**config.mk**
```make
export PLATFORM = sky130hd
export DESIGN_NAME = button_event_decoder
export DESIGN_NICKNAME = d
export VERILOG_FILES = /design/src/rtl/button_event_decoder.sv
export SDC_FILE = /design/constraint.sdc
export NUM_CORES = 1
export LEC_CHECK = 0
export CAP_MARGIN = 20
export CORE_AREA = 2 2 39 41
export CTS_CLUSTER_SIZE = 25
export DETAILED_ROUTE_END_ITERATION = 7
export DIE_AREA = 0 0 41 43
export PLACE_DENSITY_LB_ADDON = 0.1
export SYNTH_ARGS = -nofsm -noshare
export SYNTH_HDL_FRONTEND = slang
export SYNTH_SLANG_ARGS = --single-unit
export TNS_END_PERCENT = 1
```
**constraint.sdc**
```tcl
create_clock -name clock -period 1.8 [get_ports clock]
set_input_delay 0.18 -clock clock [delete_from_list [all_inputs] [get_ports clock]]
set_output_delay 0.18 -clock clock [all_outputs]
set_load 0.01 [all_outputs]
```
**src/rtl/button_event_decoder.sv**
```systemverilog
// button_event_decoder: classifies a debounced button into single/double click and long press pulses.
// Double-click detection (WAIT2/PRESS2) is compiled in only with BUTTON_EVENT_DCLICK_EN.
module button_event_decoder #(
    parameter int LONG_CYCLES   = 16,
    parameter int DCLICK_CYCLES = 8
) (
    input  logic clock,
    input  logic reset,
    input  logic debounced,
    output logic single_click,
    output logic double_click,
    output logic long_press,
    output logic held
);
    localparam int MAXC = LONG_CYCLES > DCLICK_CYCLES ? LONG_CYCLES : DCLICK_CYCLES;
    localparam int CW   = $clog2(MAXC + 1);
    localparam logic [CW-1:0] LONG_LIM = CW'(LONG_CYCLES - 1);
`ifdef BUTTON_EVENT_DCLICK_EN
    localparam logic [CW-1:0] DC_LIM = CW'(DCLICK_CYCLES - 1);
    typedef enum logic [2:0] {IDLE, PRESS1, WAIT2, PRESS2, LONG_HELD} state_t;
    logic dc_n;
`else
    typedef enum logic [2:0] {IDLE, PRESS1, LONG_HELD} state_t;
`endif
    state_t state, next;
    logic [CW-1:0] cnt;
    logic sc_n, lp_n, held_n, counted;

    always_comb begin
        next = state;
        sc_n = 1'b0;
        lp_n = 1'b0;
`ifdef BUTTON_EVENT_DCLICK_EN
        dc_n = 1'b0;
`endif
        case (state)
            IDLE: if (debounced) next = PRESS1;
            PRESS1:
                if (!debounced) begin
`ifdef BUTTON_EVENT_DCLICK_EN
                    next = WAIT2;
`else
                    next = IDLE;
                    sc_n = 1'b1;
`endif
                end else if (cnt == LONG_LIM) begin
                    next = LONG_HELD;
                    lp_n = 1'b1;
                end
`ifdef BUTTON_EVENT_DCLICK_EN
            WAIT2:
                if (debounced) next = PRESS2;
                else if (cnt == DC_LIM) begin
                    next = IDLE;
                    sc_n = 1'b1;
                end
            PRESS2:
                if (!debounced) begin
                    next = IDLE;
                    dc_n = 1'b1;
                end else if (cnt == LONG_LIM) begin
                    next = LONG_HELD;
                    lp_n = 1'b1;
                end
`endif
            LONG_HELD: if (!debounced) next = IDLE;
            default: next = IDLE;
        endcase
        held_n = next != IDLE;
`ifdef BUTTON_EVENT_DCLICK_EN
        held_n = held_n && next != WAIT2;
`endif
        // IDLE and LONG_HELD have no limit, so cnt is held at zero there
        counted = state != IDLE && state != LONG_HELD;
    end

    always_ff @(posedge clock) begin
        if (reset) begin
            state        <= IDLE;
            cnt          <= '0;
            single_click <= 1'b0;
            long_press   <= 1'b0;
            held         <= 1'b0;
        end else begin
            state        <= next;
            cnt          <= next != state ? '0 : (counted ? cnt + 1'b1 : cnt);
            single_click <= sc_n;
            long_press   <= lp_n;
            held         <= held_n;
        end
    end

`ifdef BUTTON_EVENT_DCLICK_EN
    always_ff @(posedge clock) double_click <= reset ? 1'b0 : dc_n;
`else
    assign double_click = 1'b0;
`endif
endmodule

```
## Word-level counts from Yosys, hierarchy flattened

Index checks and enable logic that the tools add are counted.

| storage, ports and cells | value |
|---|---|
| flip-flop bits (word level) | 11 |
| bits in latches | 0 |
| RAM bits | 0 |
| memory bits (read-only) | 0 |
| output and inout bits | 4 |
| word-level logic and storage cells | 27 |
| memories kept | 0 |

| cells by class | value |
|---|---|
| add/sub/neg operators | 1 |
| multiply operators | 0 |
| divide/modulo/power cells | 0 |
| $lt $le $gt $ge | 0 |
| equality and inequality tests | 5 |
| shift-type cells | 0 |
| multiplexer cells | 7 |
| bitwise gates (word level) | 2 |
| reductions and logical operators | 7 |

Operators with widths:

| kind | number |
|---|---|
| $mux 3 | 4 |
| $pmux 3 s3 | 1 |
| $reduce_bool 3->1 | 2 |
| $add 5x1->5 const B | 1 |
| $eq 5x4->1 const B | 1 |
| $reduce_or 2->1 | 2 |
| $eq 3x1->1 const B | 1 |
| $eq 3x2->1 const B | 1 |
| $logic_not 3->1 | 1 |
| $ne 3x2->1 const B | 1 |
| $ne 3x3->1 | 1 |
| $reduce_or 3->1 | 1 |
| $mux 1 | 2 |
| $not 1->1 | 2 |
| $logic_and 1x1->1 | 1 |

## Longest topological paths before layout

Gate-level depths: netlist of the first run.

| logic depth | value |
|---|---|
| depth in word-level cells | 6 |
| gate-level depth with buffers | 6 |
| gate-level depth less buffers | 6 |

## Worst setup path before layout of the first run

OpenSTA, ideal clock, no wires.

| timing | value |
|---|---|
| path kind | register to register |
| start point | register cnt[0] |
| end point | register cnt[4] |
| library setup time | 79 ps |
| arrival time | 1379 ps |
| required time | 1721 ps |
| slack | 341 ps |
| stages on the path, launching flop included | 7 |
| period minus slack after synthesis | 1459 ps |
| path through | dfxtp_1 ha_1 and3_1 ha_1 nor3b_2 o311ai_4 a211oi_2 |

| on the way | value |
|---|---|
| longest elaborated chain between the ends | 6 |

Ends and longest elaborated chain:

| element | line | RTL |
|---|---|---|
| start, declared | 26 | `logic [CW-1:0] cnt;` |
| start signal, assigned | 86 | `cnt <= next != state ? '0 : (counted ? cnt + 1'b1 : cnt);` |
| $eq 5x4->1 | 46 | `end else if (cnt == LONG_LIM) begin` |
| $mux 3 | 46 |  |
| $mux 3 | 39 | `if (!debounced) begin` |
| $pmux 3 s3 | 36 | `case (state)` |
| $ne 3x3->1 | 86 |  |
| $reduce_or 2->1 (no source line) | n/a |  |

Parallel ways exist; a longest one is shown, timed or not.
A chain may end at the register's enable or synchronous reset.

## Worst setup path in the final report of the first run

Ends and elaborated chain as after synthesis.

==> results of run 1 <==
cell type report:
cell class                 count  area, µm²
inverter                       2       7.51
multi-input combinational     33        244
fill                         138        816
sequential                    11        220
tap                           16       20.0
clock buffer                   4       26.3
timing repair buffer           5       50.0
registers in the layout, indices dropped and copies added (netlist names):
signal,flops
cnt,5
held,1
long_press,1
single_click,1
state,3
metal layers:
layer | track usage [%] | share of wire (%) | vias up | wire, µm
met5 | 0 | 0 | - | 0
met2 | 15.6 | 55 | 2 | 429
met3 | 6.28 | 2.0 | 0 | 16
met4 | 8.00 | 0 | 0 | 0
li1 | - | - | 174 | -
met1 | 14.8 | 43 | 155 | 337
cells in the mapped netlist:
master | number | area share, %
a211oi_1 | 1 | 1.5
a211oi_2 | 1 | 2.6
a21oi_1 | 4 | 4.1
and2b_2 | 1 | 1.8
and3_1 | 1 | 1.3
buf_4 | 1 | 1.5
buf_6 | 1 | 2.3
conb_1 | 1 | 0.77
dfxtp_1 | 11 | 45
ha_1 | 2 | 5.1
inv_1 | 2 | 1.5
nand2_1 | 2 | 1.5
nand3_1 | 1 | 1.0
nand3b_1 | 1 | 1.5
nor2_1 | 4 | 3.1
nor2_4 | 1 | 2.3
nor2b_1 | 1 | 1.3
nor3b_2 | 1 | 2.6
nor4bb_1 | 1 | 2.1
o21ai_0 | 3 | 3.1
o21bai_1 | 1 | 1.5
o311ai_4 | 1 | 5.4
or2b_2 | 1 | 1.8
or3_1 | 1 | 1.3
xor2_1 | 2 | 3.6
power breakdown:
part | total (µW) | leakage, µW | internal (µW) | switching [µW]
clock network | 161 | 0.0000150 | 85.5 | 75.1
logic | 29.2 | 0.000109 | 14.5 | 14.7
registers | 254 | 0.0000894 | 248 | 5.68
worst min-delay path: cells and delay by family (launching register included):
kind	cells	cell delay, ns
buffers and inverters	1	0.08
flip-flops	1	0.30
AO/OA/AOI/OAI	1	0.06
cell families after synthesis:
logic type,Yosys count,synth area share (%)
and+or+nand+nor,16,21.6
other,1,0.770
buffers and inverters,4,5.40
xor gates and xnor gates,2,3.60
AOI/OAI and AO/OA,11,18.3
DFF,11,45.2
adders and majority gates,2,5.14
metrics by stage:
step	total power, µW	area, µm²	cells
floorplan	281	490	48
global placement	288	542	67
detailed placement	289	542	67
CTS	449	568	71
global route	471	568	71
finish	444	568	71
how the worst min path moves through the flow:
stage,start,slack (ns),endpoint,cells past startpoint
6_report,cnt[4],0.48,cnt[4],2
5_1_grt,cnt[3],0.51,cnt[3],2
4_1_cts,cnt[1],0.49,cnt[1],2
3_5_place_dp,cnt[1],0.48,cnt[1],2
3_3_place_gp,cnt[1],0.46,cnt[1],2
2_1_floorplan,debounced,0.26,single_click,1
==> out/metrics.cfg, run 1 <==
[run_status]
status=complete, no violations

[die]
die_y_um=43
fp-row-count=14
ios=7
initial_core_util_pct=35.2
die_x_um=41
core_um2=1380
die_area_um2=1760

[timing]
finalClockSkew_ns=0.000654
setup_tns_ns=0
hold_ws_ns=0.483
slew_viol_final=0
finalCriticalPeriod_ns=1.59
setup_viol=0
period_share_pct=88.2
max_freq_ghz=0.630
setup_slack_ns=0.213
rsz0062_at_grt=false
final-hold-violation-count=0

[routing]
vias=331
drt-wirelength-per-cell_um=11.0
drtAntennaViolNets=0
drc=0
avgViaCountPerCell=4.66
initialDrtViolationCount=1
wirelength_um=783
dr.pass1.iters=2

[clock_network]
cts-root-buf=clkbuf_4
cts_resized=0
cts_buffers=3
clk_path_buf_depth=2
post_cts_buffers=0
hold_buffers=0
clock_sinks=11
worstSkewPairLatency_ns=0.26
cts_max_level=1
tritoncts=yes
clkSlewWorstSetupHoldPaths_ns=0.07

[yosys]
yosysSeqAreaShare_pct=45.2
syn-cell-area_um2=487
syn_avg_cell_area_um2=10.4
yosysWarnings=0
ys_seq_elements=11
synthCells=47
yosysUniqueCellTypes=25

[placed_design]
dpl.hpwl_um=635
gp_congestion=0.604
port_buffers=5
place_ws_ns=0.213

[worst_setup_path]
startpoint=cnt[0]
crit_buf_inv=0
crit_arrival_ns=1.77
critical_path_class=flip-flop to flip-flop
worstPathCellList=ha_1 > and3_1 > ha_1 > nor3b_2 > o311ai_4 > a211oi_2
r2r_end=cnt[4]
cp_max_fo=5
cp_num_cells=6
regToRegStartpoint=cnt[0]
start_kind=flip-flop
cp_common_cell=ha_1
worst_path_max_delay_cell=dfxtp_1
cpPeakStageDelay_ns=0.33
crit_path_end_kind=flip-flop
crit_path_end=cnt[4]
r2r_cells=6
critPathTopFamily=adder cells
reg2reg_slack_ns=0.21
crit_required_ns=1.98

[cells_and_area]
fin_util_pct=41.0
layout_common_cells=dfxtp_1, clkdlybuf4s50_1, nor2_1, a21oi_1
antenna_cells=0
nNetsFinal=61
area.growth.synth_to_final_pct=16.7
layout_commonest_cell=dfxtp_1
drive_above_1_share_pct=16.4

[pwr]
vdd_drop_max_uv=412
p_per_area_nw_per_um2=781
p_leak_uw=0.000213

[flow_run]
max_cap_viol_count=0

[global_routing]
grt_max_degree=12
grt_pass1_wl_um=1350
overflow=0
antenna_found_initial=0
track_usage_pct=12.0
grt_pass1_vias=322

[min_path]
hold_class=flip-flop to flip-flop

No activity file was read; power rests on OpenSTA's default activity.
==> run 2, diff against run 1 <==
TNS_END_PERCENT = default   (was 1)
==> results of run 2 <==
The final DEF is identical to that of run 1; final timing and power are the same.
==> run 3, diff against run 2 <==
ABC_AREA = 1   (was default)
CAP_MARGIN = default   (was 20)
GPL_ROUTABILITY_DRIVEN = 0   (was default)
==> run 3 against run 2 <==
- die area did not move
- register-to-register slack gained 0.05 ns
- sequential share of layout area fell by 1.4 points
- maximum frequency rose by 3.2%
- flip-flop and latch count stayed put
==> out/metrics.cfg, run 3 <==
[run_status]
status=complete, no violations  ; unchanged

[pwr]
vdd_drop_max_uv=326  ; was 412 µV
p_leak_uw=0.000267  ; was 0.000213 µW
p_per_area_nw_per_um2=777  ; was 781 nW/µm²

[routing]
avgViaCountPerCell=4.34  ; was 4.66
drc=0  ; unchanged
dr.pass1.iters=4  ; was 2
drtAntennaViolNets=0  ; unchanged
wirelength_um=818  ; was 783 µm
initialDrtViolationCount=4  ; was 1
drt-wirelength-per-cell_um=9.30  ; was 11.0 µm
vias=382  ; was 331

[timing]
period_share_pct=85.4  ; was 88.2%
max_freq_ghz=0.650  ; was 0.630 GHz
setup_tns_ns=0  ; unchanged
rsz0062_at_grt=false  ; unchanged
finalCriticalPeriod_ns=1.54  ; was 1.59 ns
final-hold-violation-count=0  ; unchanged
slew_viol_final=0  ; unchanged
finalClockSkew_ns=0.00123  ; was 0.000654 ns
hold_ws_ns=0.510  ; was 0.483 ns
setup_viol=0  ; unchanged

[global_routing]
grt.met3_usage_pct=6.28  ; unchanged
use_met2_pct=14.7  ; was 15.6%
grt-busiest-layer=met1  ; was met2
grt_pass1_vias=351  ; was 322
grt_max_degree=9  ; was 12
overflow=0  ; unchanged
use_met1_pct=16.2  ; was 14.8%
track_usage_pct=12.5  ; was 12.0%
grt_pass1_wl_um=1390  ; was 1350 µm
antenna_found_initial=0  ; unchanged

[die]
fp-row-count=14  ; unchanged
die_y_um=43  ; unchanged
die_area_um2=1760  ; unchanged
core_um2=1380  ; unchanged
ios=7  ; unchanged
initial_core_util_pct=35.9  ; was 35.2%
die_x_um=41  ; unchanged

[yosys]
yosysWarnings=0  ; unchanged
ys.flop_type=dfxtp_1  ; unchanged
ys_seq_elements=11  ; unchanged
synth_top_area_cell=dfxtp_1  ; unchanged
synthCells=63  ; was 47
synth.top_cell.area_share_pct=44.3  ; was 45.2%
synth-edff-count=0  ; unchanged
syn_avg_cell_area_um2=7.88  ; was 10.4 µm²
syn-cell-area_um2=497  ; was 487 µm²
yosysSeqAreaShare_pct=44.3  ; was 45.2%
synthArstFlopShare_pct=0  ; unchanged
synthTopCellsByArea=dfxtp_1, nor2_1, inv_1  ; was dfxtp_1, o311ai_4, ha_1
synth_top_cells_by_count=dfxtp_1, nor2_1, inv_1  ; was dfxtp_1, a21oi_1, nor2_1
yosysUniqueCellTypes=19  ; was 25

[worst_setup_path]
crit_required_ns=2.01  ; was 1.98 ns
start_kind=flip-flop  ; unchanged
reg2reg_slack_ns=0.26  ; was 0.21 ns
crit_arrival_ns=1.74  ; was 1.77 ns
r2r_cells=8  ; was 6
cp_max_fo=5  ; unchanged
crit_path_end_kind=flip-flop  ; unchanged
critical_path_class=flip-flop to flip-flop  ; unchanged

[clock_network]
cts-root-buf=clkbuf_4  ; unchanged
cts_resized=0  ; unchanged
cts_max_level=1  ; unchanged
clock_sinks=11  ; unchanged
cts_buffers=3  ; unchanged
post_cts_buffers=0  ; unchanged
hold_buffers=0  ; unchanged
clk_path_buf_depth=2  ; unchanged
tritoncts=yes  ; unchanged
clkSlewWorstSetupHoldPaths_ns=0.07  ; about the same
worstSkewPairLatency_ns=0.27  ; was 0.26 ns

[flow_run]
max_cap_viol_count=0  ; unchanged

[placed_design]
port_buffers=5  ; unchanged
dpl.hpwl_um=605  ; was 635 µm
dp_cells=84  ; was 67
dpl_cell_area_um2=563  ; was 542 µm²

[min_path]
hold_path_depth=2  ; unchanged
hold_class=flip-flop to flip-flop  ; unchanged

[cells_and_area]
regMostFlops=cnt  ; unchanged
antenna_cells=0  ; unchanged
largest_register_ffs=5  ; unchanged
postLayoutCellArea_um2=589  ; was 568 µm²
drive_above_1_share_pct=11.1  ; was 16.4%
finalNonFillerCells=88  ; was 71
nNetsFinal=78  ; was 61
top_regs=cnt: 5 flops, state: 3 flops  ; unchanged
area.growth.synth_to_final_pct=18.6  ; was 16.7%
layout_common_cells=nor2_1, dfxtp_1, inv_1, nand2_1, clkdlybuf4s50_1  ; was dfxtp_1, clkdlybuf4s50_1, nor2_1, a21oi_1

[run 3: final timing paths]
check / end / startpoint
worst min register to register: cnt[4] / cnt[4]
worst max-delay path: cnt[2] / cnt[0]
worst min-delay path: cnt[4] / cnt[4]
worst max register to register: cnt[2] / cnt[0]
[run 3: power breakdown]
group	switching [µW]	total, µW	leakage, µW	internal [µW]
sequential	5.61	254	0.0000894	248
combinational	19.4	34.0	0.000163	14.6
clock	84.2	170	0.0000150	85.7
[run 3: cells by family after synthesis]
family                   Yosys count  share of synthesized area, %
other                              1                         0.755
multiplexers                       1                          2.02
XOR/XNOR                           2                          3.53
buffers and inverters             11                          9.07
adder cells (fa/ha/maj)            2                          5.04
AND/OR/NAND/NOR                   31                          30.5
flip-flops                        11                          44.3
AO/OA/AOI/OAI                      4                          4.79
[run 3: cell type report]
| type | instances | area, µm² |
|---|---|---|
| clock buffers | 4 | 26.3 |
| fillers | 143 | 795 |
| inverters | 10 | 37.5 |
| multi-input cells | 42 | 235 |
| flip-flops and latches | 11 | 220 |
| well taps | 16 | 20.0 |
| repair buffers | 5 | 50.0 |
[run 3: stage by stage]
stage | utilization, % | setup slack (ns) | total power [µW]
2_1_floorplan | - | 0.409 | 281
3_3_place_gp | 40.7 | 0.291 | 294
3_5_place_dp | 40.7 | 0.270 | 294
4_1_cts | 42.6 | 0.251 | 466
5_1_grt | 42.6 | 0.122 | 488
6_report | 42.6 | 0.262 | 458
[run 3: metal layers]
metal | share of wire, % | wire length (µm)
met1 | 51 | 420
met2 | 42 | 341
met3 | 5.3 | 43
met4 | 1.6 | 13
met5 | 0 | 0
[run 3: critical path: stages, from the launching register on]
cell	delay, ns
dfxtp_1	0.33
ha_1	0.21
and3_1	0.18
ha_1	0.19
o21ai_0	0.14
nor2_1	0.08
nor2_2	0.09
nand3_2	0.14
nor2_1	0.11
